### config.mk
export PLATFORM = sky130hd
export DESIGN_NAME = vrased_violation_ctrl
export DESIGN_NICKNAME = d
export VERILOG_FILES = /design/src/rtl/vrased_pkg.sv /design/src/rtl/vrased_log_buf.sv /design/src/rtl/vrased_violation_ctrl.sv
export SDC_FILE = /design/constraint.sdc
export NUM_CORES = 1
export LEC_CHECK = 0
export ABC_AREA = 1
export CORE_ASPECT_RATIO = 0.9
export CORE_MARGIN = 3
export CORE_UTILIZATION = 30
export CTS_CLUSTER_DIAMETER = 80
export DETAILED_ROUTE_END_ITERATION = 12
export GPL_TIMING_DRIVEN = 0
export HOLD_SLACK_MARGIN = 0.08
export PLACE_DENSITY = 0.42
export SYNTH_ARGS = -nofsm -noshare
export SYNTH_HDL_FRONTEND = slang
export SYNTH_SLANG_ARGS = --single-unit
### constraint.sdc
create_clock -name clk -period 4.5 [get_ports clk]
set_clock_uncertainty 0.15 [all_clocks]
set_input_delay 0.9 -clock clk [delete_from_list [all_inputs] [get_ports clk]]
set_output_delay 0.9 -clock clk [all_outputs]
set_load 0.02 [all_outputs]
### src/rtl/vrased_pkg.sv
// Shared constants and FSM encoding for the VRASED violation controller.
package vrased_pkg;

   localparam int VIOL_XSTACK     = 0;
   localparam int VIOL_AC         = 1;
   localparam int VIOL_ATOMICITY  = 2;
   localparam int VIOL_DMA_AC     = 3;
   localparam int VIOL_DMA_DETECT = 4;
   localparam int VIOL_DMA_XSTACK = 5;

   localparam int VIOL_W    = 6;
   localparam int ADDR_W    = 16;
   localparam int ENTRY_W   = 38;
   localparam int CAUSE_LSB = 32;
   localparam int PC_LSB    = 16;
   localparam int ADDR_LSB  = 0;

   typedef enum logic [1:0] {
      ST_IDLE = 2'd0,
      ST_HOLD = 2'd1,
      ST_WAIT = 2'd2
   } state_e;

endpackage

### src/rtl/vrased_log_buf.sv
// Circular violation log with sticky overflow, synchronous clear and a registered read port.
module vrased_log_buf
   import vrased_pkg::*;
#(
   parameter int LOG_DEPTH = 16
) (
   input  logic                         clk,
   input  logic                         reset_n,
   input  logic                         wr_en,
   input  logic [ENTRY_W-1:0]           wr_data,
   input  logic                         or_en,
   input  logic [VIOL_W-1:0]            or_cause,
   input  logic                         clr,
   input  logic                         re,
   input  logic [$clog2(LOG_DEPTH)-1:0] rd_addr,
   output logic [ENTRY_W-1:0]           rd_data,
   output logic                         rd_valid,
   output logic [$clog2(LOG_DEPTH):0]   count,
   output logic                         overflow
);

   localparam int AW = $clog2(LOG_DEPTH);
   localparam logic [AW-1:0] PTR_ONE = AW'(1);
   localparam logic [AW:0]   CNT_ONE = (AW+1)'(1);
   localparam logic [AW:0]   FULL    = (AW+1)'(LOG_DEPTH);

   logic [ENTRY_W-1:0] mem_q [LOG_DEPTH];

   logic [AW-1:0]      wr_ptr_q, wr_ptr_d;
   logic [AW:0]        count_q, count_d;
   logic               overflow_q, overflow_d;
   logic [ENTRY_W-1:0] rd_data_q, rd_data_d;
   logic               rd_valid_q, rd_valid_d;

   logic [AW-1:0]      base_ptr, newest, rd_idx;
   logic [AW:0]        base_cnt;
   logic               mem_we;
   logic [AW-1:0]      mem_waddr;
   logic [ENTRY_W-1:0] mem_wdata;

   // Clear takes effect before a same-cycle write, so that write lands at slot 0.
   always_comb begin
      base_ptr   = clr ? '0 : wr_ptr_q;
      base_cnt   = clr ? '0 : count_q;
      wr_ptr_d   = base_ptr;
      count_d    = base_cnt;
      overflow_d = clr ? 1'b0 : overflow_q;
      newest     = wr_ptr_q - PTR_ONE;
      mem_we     = 1'b0;
      mem_waddr  = base_ptr;
      mem_wdata  = wr_data;
      if (wr_en) begin
         mem_we   = 1'b1;
         wr_ptr_d = base_ptr + PTR_ONE;
         if (base_cnt == FULL) begin
            overflow_d = 1'b1;
         end else begin
            count_d = base_cnt + CNT_ONE;
         end
      end else if (or_en && !clr) begin
         mem_we    = 1'b1;
         mem_waddr = newest;
         mem_wdata = mem_q[newest] | {or_cause, {(ENTRY_W-VIOL_W){1'b0}}};
      end
   end

   always_comb begin
      rd_idx     = wr_ptr_q - count_q[AW-1:0] + rd_addr;
      rd_valid_d = re;
      rd_data_d  = rd_data_q;
      if (re) begin
         rd_data_d = ({1'b0, rd_addr} < count_q) ? mem_q[rd_idx] : '0;
      end
   end

   always_ff @(posedge clk or negedge reset_n) begin
      if (!reset_n) begin
         wr_ptr_q   <= '0;
         count_q    <= '0;
         overflow_q <= 1'b0;
         rd_data_q  <= '0;
         rd_valid_q <= 1'b0;
      end else begin
         wr_ptr_q   <= wr_ptr_d;
         count_q    <= count_d;
         overflow_q <= overflow_d;
         rd_data_q  <= rd_data_d;
         rd_valid_q <= rd_valid_d;
      end
   end

   // Storage is left uninitialised; reads past count are masked instead.
   always_ff @(posedge clk) begin
      if (mem_we) begin
         mem_q[mem_waddr] <= mem_wdata;
      end
   end

   assign rd_data  = rd_data_q;
   assign rd_valid = rd_valid_q;
   assign count    = count_q;
   assign overflow = overflow_q;

endmodule

### src/rtl/vrased_violation_ctrl.sv
// Merges monitor violations into a stretched CPU reset and logs one entry per violation episode.
//   state   | meaning
//   ST_IDLE | no episode; reset follows viol only
//   ST_HOLD | counting out the guaranteed reset length
//   ST_WAIT | hold expired, waiting for viol to drop
module vrased_violation_ctrl
   import vrased_pkg::*;
#(
   parameter int HOLD_CYCLES = 8,
   parameter int LOG_DEPTH   = 16
) (
   input  logic                         clk,
   input  logic                         reset_n,
   input  logic [5:0]                   viol,
   input  logic [15:0]                  pc,
   input  logic [15:0]                  data_addr,
   input  logic [15:0]                  dma_addr,
   output logic                         reset,
   input  logic                         re,
   input  logic [$clog2(LOG_DEPTH)-1:0] rd_addr,
   output logic [37:0]                  rd_data,
   output logic                         rd_valid,
   output logic [$clog2(LOG_DEPTH):0]   log_count,
   output logic                         overflow,
   input  logic                         clr_ram
);

   localparam int CNT_W = (HOLD_CYCLES > 1) ? $clog2(HOLD_CYCLES) : 1;
   localparam logic [CNT_W-1:0] CNT_LOAD = CNT_W'(HOLD_CYCLES - 1);
   localparam logic [CNT_W-1:0] CNT_ONE  = CNT_W'(1);

   state_e             state_q, state_d;
   logic [CNT_W-1:0]   cnt_q, cnt_d;
   logic               viol_any;
   logic               log_wr, log_or;
   logic [ENTRY_W-1:0] entry;

   assign viol_any = |viol;

   always_comb begin
      state_d = state_q;
      cnt_d   = cnt_q;
      log_wr  = 1'b0;
      log_or  = 1'b0;
      case (state_q)
         ST_IDLE: begin
            if (viol_any) begin
               state_d = ST_HOLD;
               cnt_d   = CNT_LOAD;
               log_wr  = 1'b1;
            end
         end
         ST_HOLD: begin
            log_or = viol_any;
            if (cnt_q == '0) begin
               state_d = viol_any ? ST_WAIT : ST_IDLE;
            end else begin
               cnt_d = cnt_q - CNT_ONE;
            end
         end
         ST_WAIT: begin
            log_or = viol_any;
            if (!viol_any) begin
               state_d = ST_IDLE;
            end
         end
         default: state_d = ST_IDLE;
      endcase
   end

   always_ff @(posedge clk or negedge reset_n) begin
      if (!reset_n) begin
         state_q <= ST_IDLE;
         cnt_q   <= '0;
      end else begin
         state_q <= state_d;
         cnt_q   <= cnt_d;
      end
   end

   // Any DMA-side cause means the faulting address came from the DMA bus.
   always_comb begin
      entry = '0;
      entry[CAUSE_LSB +: VIOL_W] = viol;
      entry[PC_LSB +: ADDR_W]    = pc;
      entry[ADDR_LSB +: ADDR_W]  = (|viol[VIOL_DMA_XSTACK:VIOL_DMA_AC]) ? dma_addr : data_addr;
   end

   assign reset = viol_any | (state_q != ST_IDLE);

   vrased_log_buf #(
      .LOG_DEPTH (LOG_DEPTH)
   ) u_log_buf (
      .clk      (clk),
      .reset_n  (reset_n),
      .wr_en    (log_wr),
      .wr_data  (entry),
      .or_en    (log_or),
      .or_cause (viol),
      .clr      (clr_ram),
      .re       (re),
      .rd_addr  (rd_addr),
      .rd_data  (rd_data),
      .rd_valid (rd_valid),
      .count    (log_count),
      .overflow (overflow)
   );

endmodule

[Word level (Yosys, flattened, before mapping)]
Memories as Yosys holds them, arrays and structs flattened.
Index checks and enable logic that the tools add are counted.
Word-level totals
  RAM bits: 608
  register bits after elaboration: 54
  input port bits: 62
  memories kept: 1
Memories
  u_log_buf.mem_q: words 16, bits a word 38, read ports 2, clocked after Yosys merged registers in 0, write ports 1, RTL line vrased_log_buf.sv:27  | logic [ENTRY_W-1:0] mem_q [LOG_DEPTH];
Cells by class
  reductions and logical operators: 11
  multiplexer cells: 29
  $add $sub $neg: 6
  $lt $le $gt $ge: 1
  bitwise gates (word level): 2
  equality and inequality tests: 7
Operators with widths (count)
  $mux 38: 3
  $or 38x38->38: 1
  $mux 16: 1
  $mux 4: 4
  $mux 5: 3
  $mux 1: 10
  $mux 2: 4
  $ne 2x2->1 const B: 4
  $mux 3: 2
  $pmux 2 s3: 1
  $pmux 3 s2: 1
  $reduce_and 3->1: 2
  $reduce_or 6->1: 1
  $add 5x1->5 const B: 1
  $eq 5x5->1 const B: 1
  $lt 4x5->1: 1
  $add 4x1->4 const B: 1
  $add 4x4->4: 1
  $reduce_bool 2->1: 2
  $sub 4x1->4 const B: 1
  $sub 4x4->4: 1
  $logic_not 3->1: 1
  $reduce_or 3->1: 1
  $sub 3x1->3 const B: 1
  other kinds (7): 7

[Logic depth before layout (Yosys ltp)]
Gate-level depths: netlist of run 1.
  depth in word-level cells: 8
  mapped depth: 19
  mapped depth without buffers: 13

[By module]
A second synthesis of run 1 with hierarchy kept.
Second synthesis, totals
  cell total of the unflattened synthesis: 3974
  area, all modules: 34036.4 µm²
Modules (own cells, without submodules)
  vrased_log_buf: cells each 3904, area an instance 33419.6 µm², instances 1, seq. area each 19483.7 µm²
  vrased_violation_ctrl: cells each 70, area an instance 616.8 µm², instances 1, seq. area each 125.1 µm²

[Least setup slack after synthesis of run 1]
OpenSTA, ideal clock, no wires.
  path kind: reg-to-reg
  start point: reg u_log_buf.wr_ptr_q[0]
  end point: mem u_log_buf.mem_q[2][0] (enable)
  library setup time: 433 ps
  cell stages (with the launch flop): 14
  setup slack: 111 ps
  arrival time: 3806 ps
  path through: dfrtp_1 inv_2 buf_4 buf_2 buf_2 ha_1 buf_2 inv_2 buf_2 clkbuf_1 nand4_1 nand2_1 nand3_1 nor2_1
On the way
  cells in the longest elaborated chain, start to end: 3
Ends and longest elaborated chain
  start: declaration: RTL line vrased_log_buf.sv:29  | logic [AW-1:0] wr_ptr_q, wr_ptr_d;
  start signal: assignment: RTL line vrased_log_buf.sv:84  | wr_ptr_q <= wr_ptr_d;
  $sub 4x1->4 / $mux 4 (equally long branches): RTL line vrased_log_buf.sv:48, vrased_log_buf.sv:43
  $mux 4: RTL line vrased_log_buf.sv:60  | end else if (or_en && !clr) begin
  $mux 4 (*): RTL line vrased_log_buf.sv:52  | if (wr_en) begin
  end: declaration: RTL line vrased_log_buf.sv:27
Every way passes the cells marked *; elsewhere a longest branch is shown, timed or not.

[Final worst setup path of run 1]
  start point: reg u_log_buf.wr_ptr_q[0]
  end point: mem u_log_buf.mem_q[12][12] (enable)
The elaborated chain is that of the path after synthesis.

==> results of run 1 <==
==> worst min-delay path, stage by stage, from the launching register on <==
cell and delay [ns]:
dfrtp_1 0.34, nand2_1 0.05, nand2_1 0.05
==> worst paths after layout <==
| path | from | endpoint | slack [ns] | cells past startpoint |
|---|---|---|---|---|
| setup / recovery | u_log_buf.wr_ptr_q[0]$_DFF_PN0_ | u_log_buf.mem_q[12][12]$_DFFE_PP_ | 0.05 | 12 |
| hold / removal | u_log_buf.rd_data[31]$_DFFE_PN0P_ | u_log_buf.rd_data[31]$_DFFE_PN0P_ | 0.33 | 2 |
| setup reg to reg | u_log_buf.wr_ptr_q[0]$_DFF_PN0_ | u_log_buf.mem_q[12][12]$_DFFE_PP_ | 0.05 | 12 |
| hold reg to reg | u_log_buf.rd_data[31]$_DFFE_PN0P_ | u_log_buf.rd_data[31]$_DFFE_PN0P_ | 0.33 | 2 |
| max in group asynchronous | reset_n | u_log_buf.rd_data[12]$_DFFE_PN0P_ | 3.02 | 3 |
| min in group asynchronous | reset_n | u_log_buf.rd_data[19]$_DFFE_PN0P_ | 0.57 | 2 |
==> registers in the layout (all words and copies together), names as in the netlist <==
name                flops
u_log_buf.count         5
cnt_q                   3
u_log_buf.mem_q       608
u_log_buf.wr_ptr_q      4
u_log_buf.rd_data      38
u_log_buf.overflow      1
u_log_buf.rd_valid      1
state_q                 2
==> cell families (layout without fill, tap and decap cells) <==
logic type | Yosys count | after routing | synth area share
adders and majority gates | 19 | 19 | 0.007412
DFF | 662 | 662 | 0.5585
xor gates and xnor gates | 7 | 7 | 0.001746
buffers and inverters | 598 | 887 | 0.06956
AOI/OAI and AO/OA | 188 | 188 | 0.02712
and+or+nand+nor | 2926 | 2928 | 0.3357
other | 0 | 2 | 0
==> synth_stat cells <==
| master | number |
|---|---|
| buf_4 | 5 |
| o21ai_1 | 87 |
| dfrtp_1 | 54 |
| nor2_4 | 4 |
| nor3_2 | 1 |
| o211ai_1 | 3 |
| a21oi_1 | 1 |
| nand4_1 | 6 |
| inv_2 | 8 |
| nor3_4 | 1 |
| o21ai_2 | 1 |
| nand3_4 | 1 |
| inv_1 | 327 |
| ha_1 | 16 |
| nand2_2 | 2 |
| nand2_4 | 2 |
| nand3_2 | 1 |
| o21ai_0 | 96 |
| fa_1 | 3 |
| nand3b_1 | 1 |
| inv_4 | 1 |
| nor2_2 | 1 |
| or2_2 | 1 |
| xnor2_1 | 2 |
| buf_6 | 1 |
| nand3_1 | 550 |
| nor3_1 | 1 |
| nand2_1 | 2074 |
| buf_2 | 135 |
| edfxtp_1 | 608 |
| buf_1 | 27 |
| xor2_1 | 5 |
| clkbuf_1 | 94 |
| nor2_1 | 280 |
==> routing by layer <==
metal	vias up	global-route usage
met5	-	0
met1	14980	0.3589
met4	2	0.07150
met3	275	0.05299
met2	1431	0.3993
li1	14590	-
==> stage by stage <==
stage,utilization,std cells,area [sq um]
2_1_floorplan,-,4400,35110
3_3_place_gp,0.3298,6066,38120
3_5_place_dp,0.3359,6094,38830
4_1_cts,0.3606,6248,41690
5_1_grt,0.3617,6251,41810
6_report,0.3617,6253,41820
==> final cells by class <==
class	count	area [sq um]	share of cell area
flip-flops and latches	662	19610	0.4689
multi-input cells	3142	13290	0.3179
clock buffers	115	2308	0.05520
well taps	1560	1952	0.04668
repair buffers	143	1794	0.04291
plain buffers	261	1274	0.03046
inverters	336	1264	0.03022
clock inverters	32	319.1	0.007630
diodes	2	5.005	0.0001197
==> repair_timing <==
action                                   CTS  global route
pin swaps                                  5             2
setup buffers                              5             3
resized for setup                         41            37
endpoints found under the hold margin     17             0
gates cloned                               2             0
endpoints found under the setup margin  1254           476
hold buffers                               1             0
==> key figures, run 1 <==
Clock network
  – CTS Buffer Depth: 3
  – H-tree levels: 3
  – Clock Root Buffer: clkbuf_16
  – Worst-path clk slew: roughly 0.060 ns
  – Clock sink count: roughly 660
  – Num CTS Buffers: 80
  – CTS tree: yes
  – Worst skew pair latency: 0.65 ns

Global route
  – Largest net degree at the start of global routing: 38
  – Antenna violations before repair: 8
  – First-pass GRT wire length: between 200000 and 250000 um
  – Tot GR Track Use: 0.2555
  – Grt total ovfl: 0
  – Vias in the first global route: between 20000 and 30000

Worst setup path
  – Type of origin of the critical path: register
  – Sum of buffers and inverters on the critical path: 7
  – Required @ worst endpoint: 4.68 ns
  – CP max stage cell: clkdlybuf4s18_2
  – Arrival time of the worst setup path: 4.63 ns
  – Crit path capture type: register
  – Crit path max fanout: 19
  – CP delay by family, top: buffers and inverters
  – Max incr delay on CP: 0.53 ns
  – Critical Path, Cell by Cell: inv_2, buf_6, buf_4, ha_1, buf_2, buf_2, clkdlybuf4s18_2, nand4_1, nand2_1, nand2_1, nor2_4, buf_12
  – CP Class: reg2reg

Detailed routing
  – Top Metal Used: met5
  – Final ANT Viol Nets: 0
  – Met2 WL: 69100 um
  – Vias per cell: between 5 and 6
  – Detailed Routing Iterations Pass 1: 5
  – M1 WL: between 60000 and 70000 um
  – Routed vias: about 31000
  – Drt wl/cell: 25.31 um
  – DRC: 0
  – DR iter-0 viols: ~3800
  – Met3 Wirelength: roughly 15000 um
  – Final wirelength: 158300 um

Synthesis
  – Top cells by area, synth: edfxtp_1, nand2_1, nand3_1, dfrtp_1, inv_1
  – Synth area leader: edfxtp_1
  – Yosys reg bits: between 600 and 700
  – Unique masters post-synth: 34
  – Sequential fraction of the synthesis area: 0.5585
  – Mapped Avg Cell Area: roughly 8.0 sq um
  – Netlist Area Pre-Place: 0.03511 sq mm
  – Yosys top cell area share: 0.5200
  – Syn. warnings: 0
  – Mapped Nets: between 4000 and 5000
  – Syn Inst Count: between 4000 and 5000

STA
  – Max_slew headroom: 0.1156
  – Unrepaired setup endpoints after global routing: no
  – Setup TNS: 0 ns
  – Fmax achieved: 224.5 MHz
  – Minimum clock period: approximately 4.5 ns
  – Hold_ws: about 0.33 ns
  – Final period util: 0.9900
  – Final WS setup: approximately 0.045 ns
  – Fin. Hold Viols: 0
  – Least-Margin Pin Slew: 1.327 ns
  – Final setup fails: 0
  – Final slew viol count: 0

Finish
  – Fill cells: roughly 12000
  – Most frequent cells in the layout: nand2_1, edfxtp_1, nand3_1
  – Commonest non-fill, non-tap cell in the layout: nand2_1
  – Final net count: around 4700
  – Layout cells sized above 1: 0.08037
  – Synth-to-layout area growth: 19.10%

Placed design
  – PortBufs: 106
  – Worst Setup Slack post-DPL: -1.173 ns
  – Dpl hpwl: 111000 um
  – Gpl congestion: approximately 0.87

Run status
  – Status: finished, final reports clean

Floorplanning
  – I/O pin count: approximately 110
  – Die ar.: 0.1212 sq mm
  – Initial core utilization: 0.3037
  – Die H: between 300 and 400 um
  – Die width: between 300 and 400 um
  – Core area: 0.1156 sq mm
  – Cell row count: between 100 and 150

Hold path
  – Worst hold path class: reg2reg

Flow run
  – Max-capacitance violation count: 0
Power of run 1 is left out: the tool's default activity adds up to more than one toggle a clock period on the data nets, which glitch-free logic cannot reach.
==> run 2: changes to the inputs <==
CTS_BUF_LIST = sky130_fd_sc_hd__clkbuf_4 sky130_fd_sc_hd__clkbuf_8 sky130_fd_sc_hd__clkbuf_16   (was unset)
==> key figures, run 2 (synthesis gave the netlist of run 1 again) <==
Run status
  – Status: finished, final reports clean

Global route
  – Antenna violations before repair: 8
  – First-pass GRT wire length: between 200000 and 250000 um
  – Vias in the first global route: 29340
  – Largest net degree at the start of global routing: 38
  – Grt total ovfl: 0
  – Tot GR Track Use: 0.2555

STA
  – Final period util: 0.9878
  – Unrepaired setup endpoints after global routing: no
  – Setup TNS: 0 ns
  – Fmax achieved: between 200 and 250 MHz
  – Final slew viol count: 0
  – Least-Margin Pin Slew: ~1.4 ns
  – Max_slew headroom: 0.09914
  – Fin. Hold Viols: 0
  – Final setup fails: 0
  – Minimum clock period: between 4 and 5 ns

Detailed routing
  – Routed vias: between 30000 and 40000
  – DRC: 0
  – DR iter-0 viols: between 3000 and 4000
  – Final wirelength: between 150000 and 200000 um
  – Final ANT Viol Nets: 0
  – Vias per cell: between 4 and 5
  – Drt wl/cell: between 20 and 30 um
  – Detailed Routing Iterations Pass 1: 6

Worst setup path
  – Flop2flop setup slack: between 0.05 and 0.06 ns
  – Critical Path, Cell by Cell: inv_2, buf_6, buf_4, ha_1, buf_2, buf_2, clkdlybuf4s18_2, nand4_1, nand2_1, nand2_1, nor2_4, buf_12
  – Crit path capture type: register
  – Max incr delay on CP: around 0.53 ns
  – Crit path max fanout: 19
  – CP max stage cell: clkdlybuf4s18_2
  – Arrival time of the worst setup path: around 4.6 ns
  – CP Class: reg2reg
  – Required @ worst endpoint: between 4 and 5 ns
  – Type of origin of the critical path: register

Placed design
  – Dpl hpwl: 111000 um
  – PortBufs: about 110
  – Placed cell areas: 0.03883 sq mm
  – Gpl congestion: 0.8695

Clock network
  – Clock sink count: between 600 and 700
  – Clock Root Buffer: clkbuf_16
  – Worst-path clk slew: 0.06 ns
  – Num CTS Buffers: 80
  – H-tree levels: 3
  – CTS tree: yes
  – Worst skew pair latency: ~0.66 ns
  – CTS Buffer Depth: 3

Finish
  – Final net count: about 4700
  – # diodes: 0
  – Largest Register: u_log_buf.mem_q
  – Most frequent cells in the layout: nand2_1, edfxtp_1, nand3_1
  – Layout cells sized above 1: 0.08506
  – Synth-to-layout area growth: 19.32%
  – Commonest non-fill, non-tap cell in the layout: nand2_1
  – Fill cells: roughly 12000
  – Finished Cell Area: 0.04189 sq mm
  – Max FFs per register: ~610

Floorplanning
  – Die ar.: 0.1212 sq mm
  – Die width: approximately 370 um
  – Core area: between 0.1 and 0.15 sq mm
  – Cell row count: approximately 120
  – Die H: ~330 um
  – Initial core utilization: 0.3037
  – I/O pin count: between 100 and 150

Hold path
  – Worst hold path class: reg2reg

Flow run
  – Max-capacitance violation count: 0
## run 2: cell count changes in the layout (fill, tap and decap cells not counted)
cell,before,now
clkbuf_1,91,69
clkbuf_4,2,24
diode_2,2,0
## run 2: final timing paths
| path | from | end | depth (start not counted) |
|---|---|---|---|
| worst min-delay path | u_log_buf.rd_data[31]$_DFFE_PN0P_ | u_log_buf.rd_data[31]$_DFFE_PN0P_ | 2 |
| max in group asynchronous | reset_n | u_log_buf.rd_data[2]$_DFFE_PN0P_ | 3 |
| worst min register to register | u_log_buf.rd_data[31]$_DFFE_PN0P_ | u_log_buf.rd_data[31]$_DFFE_PN0P_ | 2 |
| min in group asynchronous | reset_n | u_log_buf.rd_data[19]$_DFFE_PN0P_ | 2 |
| worst max register to register | u_log_buf.wr_ptr_q[0]$_DFF_PN0_ | u_log_buf.mem_q[12][12]$_DFFE_PP_ | 12 |
| worst max-delay path | u_log_buf.wr_ptr_q[0]$_DFF_PN0_ | u_log_buf.mem_q[12][12]$_DFFE_PP_ | 12 |
## run 2: routing by layer
layer	routed length, um	global-route usage	vias up
met5	13	0	-
met4	4417	0.07150	2
met3	14380	0.05389	267
met2	69360	0.3993	1370
met1	70030	0.3582	14930
li1	-	-	14580
## run 2: per-stage QoR
stage	cells	util	setup slack, ns	hold WS, ns
after floorplan	4400	-	0.1110	0.3282
after global routing	6251	0.3624	0.01209	0.3468
final	6251	0.3624	0.05509	0.3250
after global placement	6066	0.3298	-4.460	0.3152
after CTS	6248	0.3613	0.06879	0.3306
after detailed placement	6094	0.3359	-1.173	0.3152
## run 2: final cells by class
class | instances | area [sq um] | share of cell area
Sequential cell | 662 | 19610 | 0.4681
Multi-Input combinational cell | 3142 | 13290 | 0.3173
Clock buffer | 115 | 2391 | 0.05707
Tap cell | 1560 | 1952 | 0.04659
Timing Repair Buffer | 143 | 1794 | 0.04283
Buffer | 261 | 1274 | 0.03040
Inverter | 336 | 1264 | 0.03016
Clock inverter | 32 | 319.1 | 0.007616
## run 2: critical path: cells and delay by family, from the launching register on
family                     cells  cell delay (ns)
and+or+nand+nor                4             1.00
adders and majority gates      1             0.25
DFF                            1             0.39
buffers and inverters          7             2.27
## run 2: repair_timing
item,CTS,global route
setup buffers,5,3
pin swaps,5,2
gates cloned,2,0
hold buffers,1,0
resized for setup,41,37
endpoints found under the hold margin,17,0
endpoints found under the setup margin,1254,476
Power of run 2 is left out for the same reason.
